$ cat src/rtl/rom_download_writer_if.sv
// HPS ioctl download stream and single-word SDRAM write port of rom_download_writer.
// ioctl_wr is a one-cycle strobe with no backpressure; mem_wr_req holds addr/data stable until mem_ack is sampled high.
interface rom_download_writer_if #(
    parameter int ADDR_W = 24
);
    logic              ioctl_download;
    logic              ioctl_wr;
    logic [24:0]       ioctl_addr;
    logic [15:0]       ioctl_dout;
    logic              mem_wr_req;
    logic [ADDR_W-1:0] mem_addr;
    logic [15:0]       mem_data;
    logic              mem_ack;

    // master: hps_io plus SDRAM controller side; slave: the download writer.
    modport master (
        output ioctl_download, ioctl_wr, ioctl_addr, ioctl_dout, mem_ack,
        input  mem_wr_req, mem_addr, mem_data
    );

    modport slave (
        input  ioctl_download, ioctl_wr, ioctl_addr, ioctl_dout, mem_ack,
        output mem_wr_req, mem_addr, mem_data
    );
endinterface

$ cat src/rtl/rom_download_writer.sv
// Buffers the 16-bit ioctl ROM download in a small FIFO and replays it as single-word
// SDRAM write requests; rom_loaded rises once the download ended and every word was acked.
module rom_download_writer #(
    parameter int FIFO_DEPTH = 8,
    parameter int ADDR_W     = 24
) (
    input  logic                 clk_sys_99_287,
    input  logic                 reset,
    rom_download_writer_if.slave bus,
    output logic                 busy,
    output logic                 rom_loaded,
    output logic                 overflow,
    output logic [ADDR_W-1:0]    word_count,
    output logic                 dbg_state
);
    localparam int PTR_W = $clog2(FIFO_DEPTH);
    localparam int CNT_W = PTR_W + 1;
    localparam int ENT_W = ADDR_W + 16;

    typedef enum logic {
        IDLE = 1'b0,
        REQ  = 1'b1
    } state_t;

    state_t            state;
    state_t            state_nxt;

    logic [ENT_W-1:0]  fifo_mem [FIFO_DEPTH];
    logic [PTR_W-1:0]  wr_ptr;
    logic [PTR_W-1:0]  rd_ptr;
    logic [CNT_W-1:0]  count;
    logic              fifo_full;
    logic              fifo_empty;
    logic              push;
    logic              pop;
    logic              drop;
    logic              dl_q;
    logic              dl_start;
    logic              dl_end;
    logic              done_pending;
    logic              load_done;
    logic [ADDR_W-1:0] mem_addr_q;
    logic [15:0]       mem_data_q;
    logic              unused_addr_lsb;

    assign unused_addr_lsb = bus.ioctl_addr[0];

    // full comes from the registered count, so a same-cycle pop never frees a slot for a push.
    assign fifo_full  = (count == CNT_W'(FIFO_DEPTH));
    assign fifo_empty = (count == '0);
    assign dl_start   = bus.ioctl_download & ~dl_q;
    assign dl_end     = ~bus.ioctl_download & dl_q;
    assign push       = bus.ioctl_wr & bus.ioctl_download & ~fifo_full;
    assign drop       = bus.ioctl_wr & bus.ioctl_download & fifo_full;
    assign load_done  = done_pending & fifo_empty & (state == IDLE);

    always_comb begin
        state_nxt = state;
        pop       = 1'b0;
        case (state)
            IDLE: begin
                if (!fifo_empty) begin
                    pop       = 1'b1;
                    state_nxt = REQ;
                end
            end
            REQ: begin
                if (bus.mem_ack) begin
                    state_nxt = IDLE;
                end
            end
            default: state_nxt = IDLE;
        endcase
    end

    always_ff @(posedge clk_sys_99_287 or posedge reset) begin
        if (reset) begin
            state <= IDLE;
        end else begin
            state <= state_nxt;
        end
    end

    always_ff @(posedge clk_sys_99_287) begin
        if (push) begin
            fifo_mem[wr_ptr] <= {bus.ioctl_addr[ADDR_W:1], bus.ioctl_dout};
        end
    end

    always_ff @(posedge clk_sys_99_287 or posedge reset) begin
        if (reset) begin
            wr_ptr     <= '0;
            rd_ptr     <= '0;
            count      <= '0;
            mem_addr_q <= '0;
            mem_data_q <= '0;
        end else begin
            if (push) begin
                wr_ptr <= wr_ptr + 1'b1;
            end
            if (pop) begin
                rd_ptr     <= rd_ptr + 1'b1;
                mem_addr_q <= fifo_mem[rd_ptr][ENT_W-1:16];
                mem_data_q <= fifo_mem[rd_ptr][15:0];
            end
            if (push && !pop) begin
                count <= count + 1'b1;
            end else if (pop && !push) begin
                count <= count - 1'b1;
            end
        end
    end

    // A new download clears the status but leaves queued words from the previous load draining.
    always_ff @(posedge clk_sys_99_287 or posedge reset) begin
        if (reset) begin
            dl_q         <= 1'b0;
            done_pending <= 1'b0;
            rom_loaded   <= 1'b0;
            overflow     <= 1'b0;
            word_count   <= '0;
        end else begin
            dl_q <= bus.ioctl_download;
            if (dl_start) begin
                done_pending <= 1'b0;
                rom_loaded   <= 1'b0;
                overflow     <= drop;
                word_count   <= push ? ADDR_W'(1) : '0;
            end else begin
                if (dl_end) begin
                    done_pending <= 1'b1;
                end
                if (load_done) begin
                    rom_loaded   <= 1'b1;
                    done_pending <= 1'b0;
                end
                if (drop) begin
                    overflow <= 1'b1;
                end
                if (push && (word_count != '1)) begin
                    word_count <= word_count + 1'b1;
                end
            end
        end
    end

    assign bus.mem_wr_req = (state == REQ);
    assign bus.mem_addr   = mem_addr_q;
    assign bus.mem_data   = mem_data_q;
    assign busy           = !fifo_empty || (state == REQ);
    assign dbg_state      = state;
endmodule

$ cat src/flat_wrapper.sv
// flat-port wrapper written by rule: the top's interface ports become plain ports
module rom_download_writer_flat 
#(
    parameter int FIFO_DEPTH = 8,
    parameter int ADDR_W     = 24
)
  (clk_sys_99_287, reset, busy, rom_loaded, overflow, word_count, dbg_state, bus_ioctl_download, bus_ioctl_wr, bus_ioctl_addr, bus_ioctl_dout, bus_mem_ack, bus_mem_wr_req, bus_mem_addr, bus_mem_data);
  rom_download_writer_if #(.ADDR_W(ADDR_W)) bus_i ();
  input  logic clk_sys_99_287;
  input  logic reset;
  output logic busy;
  output logic rom_loaded;
  output logic overflow;
  output logic [ADDR_W-1:0] word_count;
  output logic dbg_state;
  input wire logic [$bits(bus_i.ioctl_download)-1:0] bus_ioctl_download;
  input wire logic [$bits(bus_i.ioctl_wr)-1:0] bus_ioctl_wr;
  input wire logic [$bits(bus_i.ioctl_addr)-1:0] bus_ioctl_addr;
  input wire logic [$bits(bus_i.ioctl_dout)-1:0] bus_ioctl_dout;
  input wire logic [$bits(bus_i.mem_ack)-1:0] bus_mem_ack;
  output wire logic [$bits(bus_i.mem_wr_req)-1:0] bus_mem_wr_req;
  output wire logic [$bits(bus_i.mem_addr)-1:0] bus_mem_addr;
  output wire logic [$bits(bus_i.mem_data)-1:0] bus_mem_data;
  assign bus_i.ioctl_download = bus_ioctl_download;
  assign bus_i.ioctl_wr = bus_ioctl_wr;
  assign bus_i.ioctl_addr = bus_ioctl_addr;
  assign bus_i.ioctl_dout = bus_ioctl_dout;
  assign bus_i.mem_ack = bus_mem_ack;
  assign bus_mem_wr_req = bus_i.mem_wr_req;
  assign bus_mem_addr = bus_i.mem_addr;
  assign bus_mem_data = bus_i.mem_data;
  rom_download_writer #(.FIFO_DEPTH(FIFO_DEPTH), .ADDR_W(ADDR_W)) u_core (.clk_sys_99_287(clk_sys_99_287), .reset(reset), .bus(bus_i), .busy(busy), .rom_loaded(rom_loaded), .overflow(overflow), .word_count(word_count), .dbg_state(dbg_state));
endmodule
$ cat config.mk
export PLATFORM = sky130hd
export DESIGN_NAME = rom_download_writer_flat
export DESIGN_NICKNAME = d
export VERILOG_FILES = /design/src/rtl/rom_download_writer_if.sv /design/src/rtl/rom_download_writer.sv /design/src/flat_wrapper.sv
export SDC_FILE = /design/constraint.sdc
export NUM_CORES = 1
export LEC_CHECK = 0
export ABC_AREA = 1
export ABC_CLOCK_PERIOD_IN_PS = 4800
export BUFFER_PORTS_ARGS = -buffer_cell sky130_fd_sc_hd__buf_2
export CORE_ASPECT_RATIO = 1.5
export CORE_MARGIN = 5
export CORE_UTILIZATION = 60
export DETAILED_ROUTE_END_ITERATION = 7
export HOLD_SLACK_MARGIN = 0.03
export PLACE_DENSITY_LB_ADDON = 0.2
export SLEW_MARGIN = 10
export SYNTH_ARGS = -nofsm -noshare
export SYNTH_HDL_FRONTEND = slang
export SYNTH_SLANG_ARGS = --single-unit
$ cat constraint.sdc
create_clock -name clk_sys_99_287 -period 4.8 [get_ports clk_sys_99_287]
set_input_delay 0.96 -clock clk_sys_99_287 [delete_from_list [all_inputs] [get_ports clk_sys_99_287]]
set_output_delay 0.96 -clock clk_sys_99_287 [all_outputs]
set_load 0.05 [all_outputs]
# Word level (Yosys, flattened, before mapping)
# Memory sizes are Yosys's and may differ from the RTL's. A register that Yosys moved wholly into a read port is not among the register bits.
# Cells that the tools add are included.
[totals]
register_bits = 39
ramBits = 320
in_bits = 46
out_inout_bits = 69
elab_cells = 59
n_memories = 1
[classes]
add_sub_neg = 5
n_eq_ne = 2
n_mux = 18
n_bitwise = 11
reduce_logical = 13
[memory_table]
columns = ["name", "depth", "width", "read_ports", "rd_clocked_by_memory_dff", "write_ports", "line_no", "source"]
rows = [
  ["u_core.fifo_mem", 8, 40, 1, 1, 1, "rom_download_writer.sv:28", "logic [ENT_W-1:0] fifo_mem [FIFO_DEPTH];"],
]
[op_table]
columns = ["operator", "n"]
rows = [
  ["two-way mux 24 bit", 2],
  ["adder 24 x 1 -> 24 bit (second input constant)", 1],
  ["inequality test 24 bit (second input constant)", 1],
  ["two-way mux 1 bit", 13],
  ["two-way mux 4 bit", 2],
  ["nonzero test 2 bit", 4],
  ["AND 1 bit", 7],
  ["adder 3 x 1 -> 3 bit (second input constant)", 2],
  ["adder 4 x 1 -> 4 bit (second input constant)", 1],
  ["== test 4 bit (second input constant)", 1],
  ["logical NOT 4 bit", 1],
  ["NOT 1 bit", 4],
  ["subtractor 4 x 1 -> 4 bit (second input constant)", 1],
  ["logical AND 1 bit", 3],
  ["logical NOT 1 bit", 3],
  ["nonzero test 3 bit", 1],
  ["case mux 1 bit (2 select lines)", 1],
  ["logical OR 1 bit", 1],
]

# Depth between registers and ports, before layout
# Gate-level depths: netlist of the first run.
[logic_depth]
word_depth = 7
mapped_depth = 12

# Worst setup path after synthesis of the first run
# OpenSTA, ideal clock, no wires.
[synth_timing]
path_type = "in2reg"
start = "input bus_ioctl_download"
end = "memory u_core.fifo_mem[0][0] (netlist name), enable pin"
setup_ns = 0.437
arrival_ns = 3.111
required_time_ns = 4.363
slack_ns = 1.251
cell_stages = 3
cell_sequence = "nand3_1 -> or2_2 -> nor2_1"
[synth_via]
elab_chain_len = 4
[synth_lines]
columns = ["element", "line_no", "source"]
rows = [
  ["start, declared", "flat_wrapper.sv:16", "input wire logic [$bits(bus_i.ioctl_download)-1:0] bus_ioctl_download;"],
  ["AND 1 bit (2 in a row)", "rom_download_writer.sv:53", "assign push = bus.ioctl_wr & bus.ioctl_download & ~fifo_full;"],
  ["two-way mux 1 bit", "rom_download_writer.sv:85", "if (push) begin"],
  ["two-way mux 1 bit (not written as such)", "rom_download_writer.sv:86", "fifo_mem[wr_ptr] <= {bus.ioctl_addr[ADDR_W:1], bus.ioctl_dout};"],
  ["end, declared", "rom_download_writer.sv:28", ""],
]
# Every way passes these cells.

==> results of run 1 <==
critical path: cells and delay by family, from the launching register on:
family | cells | cell delay [ps]
AO/OA/AOI/OAI | 2 | 290
flip-flops | 1 | 790
buffers and inverters | 2 | 1160
AND/OR/NAND/NOR | 4 | 440
metal layers:
| layer | global-route usage [%] | up-vias | routed length [um] |
|---|---|---|---|
| li1 | - | 4909 | - |
| met1 | 30.6 | 5091 | 14100 |
| met2 | 40.4 | 301 | 17900 |
| met3 | 3.56 | 61 | 2070 |
| met4 | 7.70 | 2 | 833 |
| met5 | 0 | - | 13 |
sequential cells by signal, indices dropped and copies added, names as in the netlist, 3 cells and up:
signal / count
u_core.bus.mem_data: 16
u_core.count: 4
u_core.bus.mem_addr: 24
u_core.fifo_mem: 320
u_core.wr_ptr: 3
u_core.word_count: 24
u_core.rd_ptr: 3
kinds of logic after synthesis:
kind of cell,after synthesis,synth area share [%]
simple gates,540,13.7
compound gates,261,9.76
flops,399,72.3
buf+inv,110,3.02
xor+xnor,11,0.601
fa+ha+maj,7,0.593
mux,1,0.0702
power groups by stage:
stage	Combinational (mW)	Clock (mW)	Sequential (mW)
2_1_floorplan	2.04	0	5.14
3_3_place_gp	3.48	0	4.63
3_5_place_dp	3.58	0	4.65
4_1_cts	3.60	2.82	4.58
5_1_grt	3.95	2.96	4.64
6_report	3.56	2.79	4.58
cells in the final DEF, fill, tap and decap left out, types with 2 or more instances in the layout:
cell type	n
nand2_2	6
clkbuf_1	7
xnor2_1	4
o21ai_2	4
edfxtp_1	320
inv_1	29
clkinv_2	5
nand2_1	196
xor2_1	7
clkbuf_16	37
clkinvlp_4	3
diode_2	5
inv_2	2
ha_1	6
buf_4	17
dfrtp_4	2
nand4_1	9
or2_2	3
nor2_4	9
clkbuf_8	2
a21oi_1	7
o221ai_1	32
o211ai_1	48
nor2_2	3
o21ai_0	168
nand3b_1	4
bufinv_16	3
dfrtp_1	76
clkinv_1	6
nor3_1	3
nor2_1	243
buf_2	113
nand3_1	61
worst max-delay path by stage:
| stage | from | to | slack, ps | cells past startpoint |
|---|---|---|---|---|
| after floorplan | bus_ioctl_download | u_core.fifo_mem[0][0] | 1250 | 3 |
| after global placement | bus_ioctl_download | u_core.fifo_mem[1][37] | 1670 | 6 |
| after detailed placement | bus_ioctl_download | u_core.fifo_mem[1][37] | 1650 | 6 |
| after CTS | u_core.rd_ptr[0] | u_core.bus.mem_data[7] | 1970 | 8 |
| after global routing | u_core.rd_ptr[0] | u_core.bus.mem_addr[17] | 1760 | 8 |
| final | u_core.rd_ptr[0] | u_core.bus.mem_addr[2] | 1930 | 8 |
through the flow:
stage               instance area (sq um)  hold slack [ps]  instances
finish                              18000              473       1788
global route                        18000              493       1787
CTS                                 18000              478       1783
detailed placement                  16900              460       1722
global placement                    16900              458       1722
floorplan                           16000              478       1329
cell type report:
| class | count | area [sq um] | area share [%] |
|---|---|---|---|
| Antenna cell | 5 | 12.5 | 0.0694 |
| Clock buffer | 46 | 980 | 5.43 |
| Clock inverter | 15 | 151 | 0.839 |
| Inverter | 35 | 140 | 0.777 |
| Multi-Input combinational cell | 820 | 4020 | 22.3 |
| Sequential cell | 399 | 11600 | 64.3 |
| Tap cell | 337 | 422 | 2.34 |
| Timing Repair Buffer | 131 | 713 | 3.95 |
==> flow_metrics.tcl, run 1 <==
set metrics [dict create \
    start_util_pct 60.5 \
    gp_congestion 0.889 \
    cts_max_level 2 \
    syn-instance-count 1329 \
    grt_pass1_wl_mm 55.2 \
    hold_class "register to register" \
    grt_pass1_vias 10300 \
    p_sw_share_pct 38.2 \
    min_to "u_core.bus.mem_addr[23]" \
    cts_buffers 36 \
    antenna_found_initial 5 \
    hold_viol 0 \
    yosysMostFrequentCell "edfxtp_1" \
    vias_per_cell 5.80 \
    rrSetupSlack_ps 1930 \
    yosys-top-cells-area "edfxtp_1 (60%), dfrtp_1 (12%), nor2_1 (5.9%), o21ai_0 (5.2%), nand2_1 (4.6%)" \
    num_vias 10400 \
    p_clk_share_pct 25.5 \
    ant_nets 0 \
    internal-power_mw 6.76 \
    design.die.area_sq_um 30200 \
    layout_min_cycle_time_ps 2870 \
    cp_common_cell "nor2_1" \
    setup_viol 0 \
    nets 1476 \
    r2r-start "u_core.rd_ptr[0]" \
    drt-initial-drc-count 820 \
    timing.final.ws_setup_ps 1930 \
    io-pin-count 115 \
    die_h_um 210 \
    grt_overflow_total 0 \
    clockBufferDepth 3 \
    power_density_nw_per_um2 606 \
    vdd_drop_max_uv 445 \
    die_w_um 143 \
    worst-endpoint-arrival_ps 3330 \
    rsz0062_at_grt "no" \
    fin_setup_tns_ps 0 \
    power.total_mw 10.9 \
    area_delta_synth_final_pct 12.5 \
    yosysWarnings 0 \
    max_stage_delay_ps 790 \
    clk_latency_ps 530 \
    netlist_area_sq_um 16000 \
    drt-total-wl_mm 34.8 \
    cp.required_ps 5250 \
    netSwitchingPower_mw 4.17 \
    synthFlopType "edfxtp_1" \
    hp-start "u_core.bus.mem_addr[23]" \
    crit_chain "inv_4 > buf_12 > nor2_1 > nor2_1 > o21ai_0 > o211ai_1 > nand3_1 > nand2_1" \
    tightestPinTransition_ps 1170 \
    num_rows 73 \
    maxSlewViolCount 0 \
    place_ws_ps 1650 \
    setup.worst_path.start_class "register" \
    fin_util_pct 68.1 \
    portBuffers 113 \
    reg2reg_to "u_core.bus.mem_addr[2]" \
    synth_top_cell_by_area "edfxtp_1" \
    cap_viol_max_count 0 \
    synth_common_cells "edfxtp_1 (320), nor2_1 (251), nand2_1 (197)" \
    ys_ff_latch 399 \
    critPathKind "register to register" \
    cts_setup_buffers 0 \
    avgSynthCellArea_sq_um 12.1 \
    syn_nets 1382 \
    place_hpwl_mm 18.9 \
    cpMaxStageDelayCell "dfrtp_4" \
    grt_max_degree 114 \
    fmax_mhz 348 \
    end_kind "register" \
    clk_pin_slew_worst_paths_ps 70 \
    synth.distinct_cells 38 \
    fp.coreArea_sq_um 26500 \
    n_fill_cell 1859 \
    worst_r2r_path_depth 8 \
    status "completed" \
    cts_hold_buf 0 \
    period_share_pct 59.9 \
    cts_tree "yes" \
    path_max_fanout 86 \
    drive_above_1_share_pct 14.9 \
    drc 0 \
    grt.total_usage_pct 23.4 \
    avgRoutedWirePerCell_um 19.5 \
    min_path_cells 2 \
    cts.sinks 399 \
    power.leakage_nw 6.63 \
    async_flop_share_pct 19.8 \
    cts-root-buf "clkbuf_16" \
    drtPass1Iterations 5 \
    finClkSkew_ps 14.1 \
    p_comb_share_pct 32.5 \
    worst_slew_margin_rel_pct 22.0 \
    cts-resized-gates 0 \
    synth_top_cell_area_share_pct 59.9 \
    p_seq_share_pct 41.9 \
    synth-edff-count 320 \
    ys_seq_area_share_pct 72.3 \
]
No activity file was read; power rests on OpenSTA's default activity.
==> inputs of run 2 (changes only) <==
--- a/config.mk
+++ b/config.mk
@@ -6,11 +6,11 @@
 export NUM_CORES = 1
 export LEC_CHECK = 0
 export ABC_AREA = 1
-export ABC_CLOCK_PERIOD_IN_PS = 4800
+export ABC_CLOCK_PERIOD_IN_PS = 2300
 export BUFFER_PORTS_ARGS = -buffer_cell sky130_fd_sc_hd__buf_2
 export CORE_ASPECT_RATIO = 1.5
 export CORE_MARGIN = 5
-export CORE_UTILIZATION = 60
+export CORE_UTILIZATION = 54
 export DETAILED_ROUTE_END_ITERATION = 7
 export HOLD_SLACK_MARGIN = 0.03
 export PLACE_DENSITY_LB_ADDON = 0.2
==> constraint.sdc (replaced) <==
create_clock -name clk_sys_99_287 -period 2.3 [get_ports clk_sys_99_287]
set_input_delay 0.46 -clock clk_sys_99_287 [delete_from_list [all_inputs] [get_ports clk_sys_99_287]]
set_output_delay 0.46 -clock clk_sys_99_287 [all_outputs]
set_load 0.05 [all_outputs]
==> run 2 against run 1 <==
Net effect:
- total power rose by 120%
- cell count increased by 4.7%
- die area is 10% higher
- combinational power up 130%
- critical path type unchanged
- largest cell class unchanged
- largest power group unchanged
==> flow_metrics.tcl, run 2 (synthesized netlist as in run 1, its figures left out) <==
set metrics [dict create \
    gp_congestion 0.828 \
    num_vias 10700 \
    grt_pass1_wl_mm 57.6 \
    p_seq_share_pct 38.9 \
    reg2reg_to "u_core.count[3]" \
    cts_hold_buf 0 \
    critPathKind "register to register" \
    tightestPinTransition_ps 656 \
    r2r-start "u_core.count[1]" \
    cts_max_level 2 \
    cts-root-buf "clkbuf_16" \
    vias_per_cell 5.69 \
    top_register "u_core.fifo_mem" \
    grt_overflow_total 0 \
    die_w_um 151 \
    end_kind "register" \
    portBuffers 113 \
    layout_common_cells "edfxtp_1 (320), nor2_1 (242), nand2_1 (196)" \
    grt.total_usage_pct 22.1 \
    rsz0062_at_grt "no" \
    clockBufferDepth 3 \
    place_hpwl_mm 20.3 \
    drt-total-wl_mm 36.7 \
    clk_latency_ps 530 \
    die_h_um 221 \
    cts_buffers 38 \
    netSwitchingPower_mw 8.89 \
    largest_reg_flops 320 \
    clk_pin_slew_worst_paths_ps 60 \
    setup.worst_path.start_class "register" \
    area_delta_synth_final_pct 16.2 \
    fp.coreArea_sq_um 29400 \
    p_comb_share_pct 34.2 \
    hold_class "input pin to async pin" \
    layout_min_cycle_time_ps 2100 \
    setup_viol 0 \
    p_clk_share_pct 26.9 \
    worst_r2r_path_depth 12 \
    grt_pass1_vias 10700 \
    multiInputGateArea_sq_um 4030 \
    path_max_fanout 5 \
    avgRoutedWirePerCell_um 19.6 \
    cts.sinks 399 \
    rrSetupSlack_ps 200 \
    p_sw_share_pct 37.4 \
    num_rows 77 \
    start_util_pct 54.6 \
    grt_max_degree 97 \
    antenna_found_initial 4 \
    worst_slew_margin_rel_pct 56.3 \
    final_common_cell "edfxtp_1" \
    nets 1498 \
    io-pin-count 115 \
    drt-initial-drc-count 1042 \
    internal-power_mw 14.9 \
    power.total_mw 23.7 \
    vdd_drop_max_uv 867 \
    period_share_pct 91.2 \
    drc 0 \
    hold_viol 0 \
    n_fill_cell 2246 \
    finClkSkew_ps 11.8 \
    maxSlewViolCount 0 \
    cp.required_ps 2710 \
    power.leakage_nw 6.87 \
    design.die.area_sq_um 33300 \
    worst-endpoint-arrival_ps 2510 \
    fmax_mhz 477 \
    status "completed" \
    cap_viol_max_count 0 \
    drive_above_1_share_pct 16.4 \
    drtPass1Iterations 8 \
    place_ws_ps 102 \
    ant_nets 0 \
    cts_tree "yes" \
    timing.final.ws_setup_ps 201 \
    regArea_sq_um 11600 \
    power_density_nw_per_um2 1280 \
]
run 2: changes by cell type in the layout (fill, tap and decap cells not counted), sizes merged:
cell and change:
buf +20, clkbuf +10, diode -3, clkinv -2, bufinv +1
run 2: per-layer routing:
metal | vias up | wire length [um] | GRT usage, % | part of all wire, %
met5 | - | 21 | 0 | 0.057
met4 | 4 | 837 | 7.06 | 2.3
met3 | 73 | 2070 | 3.52 | 5.6
met2 | 313 | 19400 | 39.2 | 53
met1 | 5311 | 14400 | 27.5 | 39
li1 | 4958 | - | - | -
run 2: power groups by stage:
stage / clock network, mW / logic [mW] / registers [mW]
floorplan: 0 / 4.29 / 10.7
global placement: 0 / 8.00 / 9.34
detailed placement: 0 / 8.17 / 9.36
CTS: 6.49 / 8.21 / 9.23
global route: 6.77 / 8.94 / 9.31
finish: 6.40 / 8.12 / 9.23
run 2: cell type report:
class | instances | area share (%)
Sequential cell | 399 | 62.3
Multi-Input combinational cell | 820 | 21.6
Clock buffer | 56 | 6.03
Timing Repair Buffer | 151 | 5.73
Tap cell | 395 | 2.65
Clock inverter | 14 | 0.921
Inverter | 35 | 0.766
Antenna cell | 2 | 0.0269
run 2: worst max-delay path: stages (launching register included):
cell     delay [ps]
dfrtp_1         430
nor2_2          120
nand3_1         100
nand3_1         110
inv_1            70
ha_1            180
inv_2            90
ha_1            270
a21oi_1         130
nand2_1          70
a21oi_1         120
o21ai_0         120
xor2_1          150
run 2: through the flow:
stage / std cells / setup TNS [ps] / hold WS, ps / utilization (%) / cell area [sq um]
after floorplan: 1329 / -52330 / 478 / - / 16100
after global placement: 1800 / 0 / 462 / 58.9 / 17300
after detailed placement: 1800 / 0 / 461 / 58.9 / 17300
after CTS: 1870 / 0 / 62.9 / 63.3 / 18600
final: 1872 / 0 / 74.0 / 63.4 / 18600
after global routing: 1872 / 0 / 71.4 / 63.4 / 18600
run 2: timing repair:
action                                  CTS  global route
resized for setup                         0             3
setup buffers                             0             0
endpoints found under the setup margin    0             5
run 2: worst max path at each step:
stage | start | to | slack (ps) | cells after the start
floorplan | u_core.count[0] | u_core.fifo_mem[0][0] | -190 | 5
global placement | u_core.count[1] | u_core.count[3] | 110 | 12
detailed placement | u_core.count[1] | u_core.bus.mem_addr[17] | 100 | 8
CTS | u_core.count[1] | u_core.bus.mem_addr[17] | 100 | 8
global route | u_core.count[1] | u_core.count[3] | 40 | 12
finish | u_core.count[1] | u_core.count[3] | 200 | 12
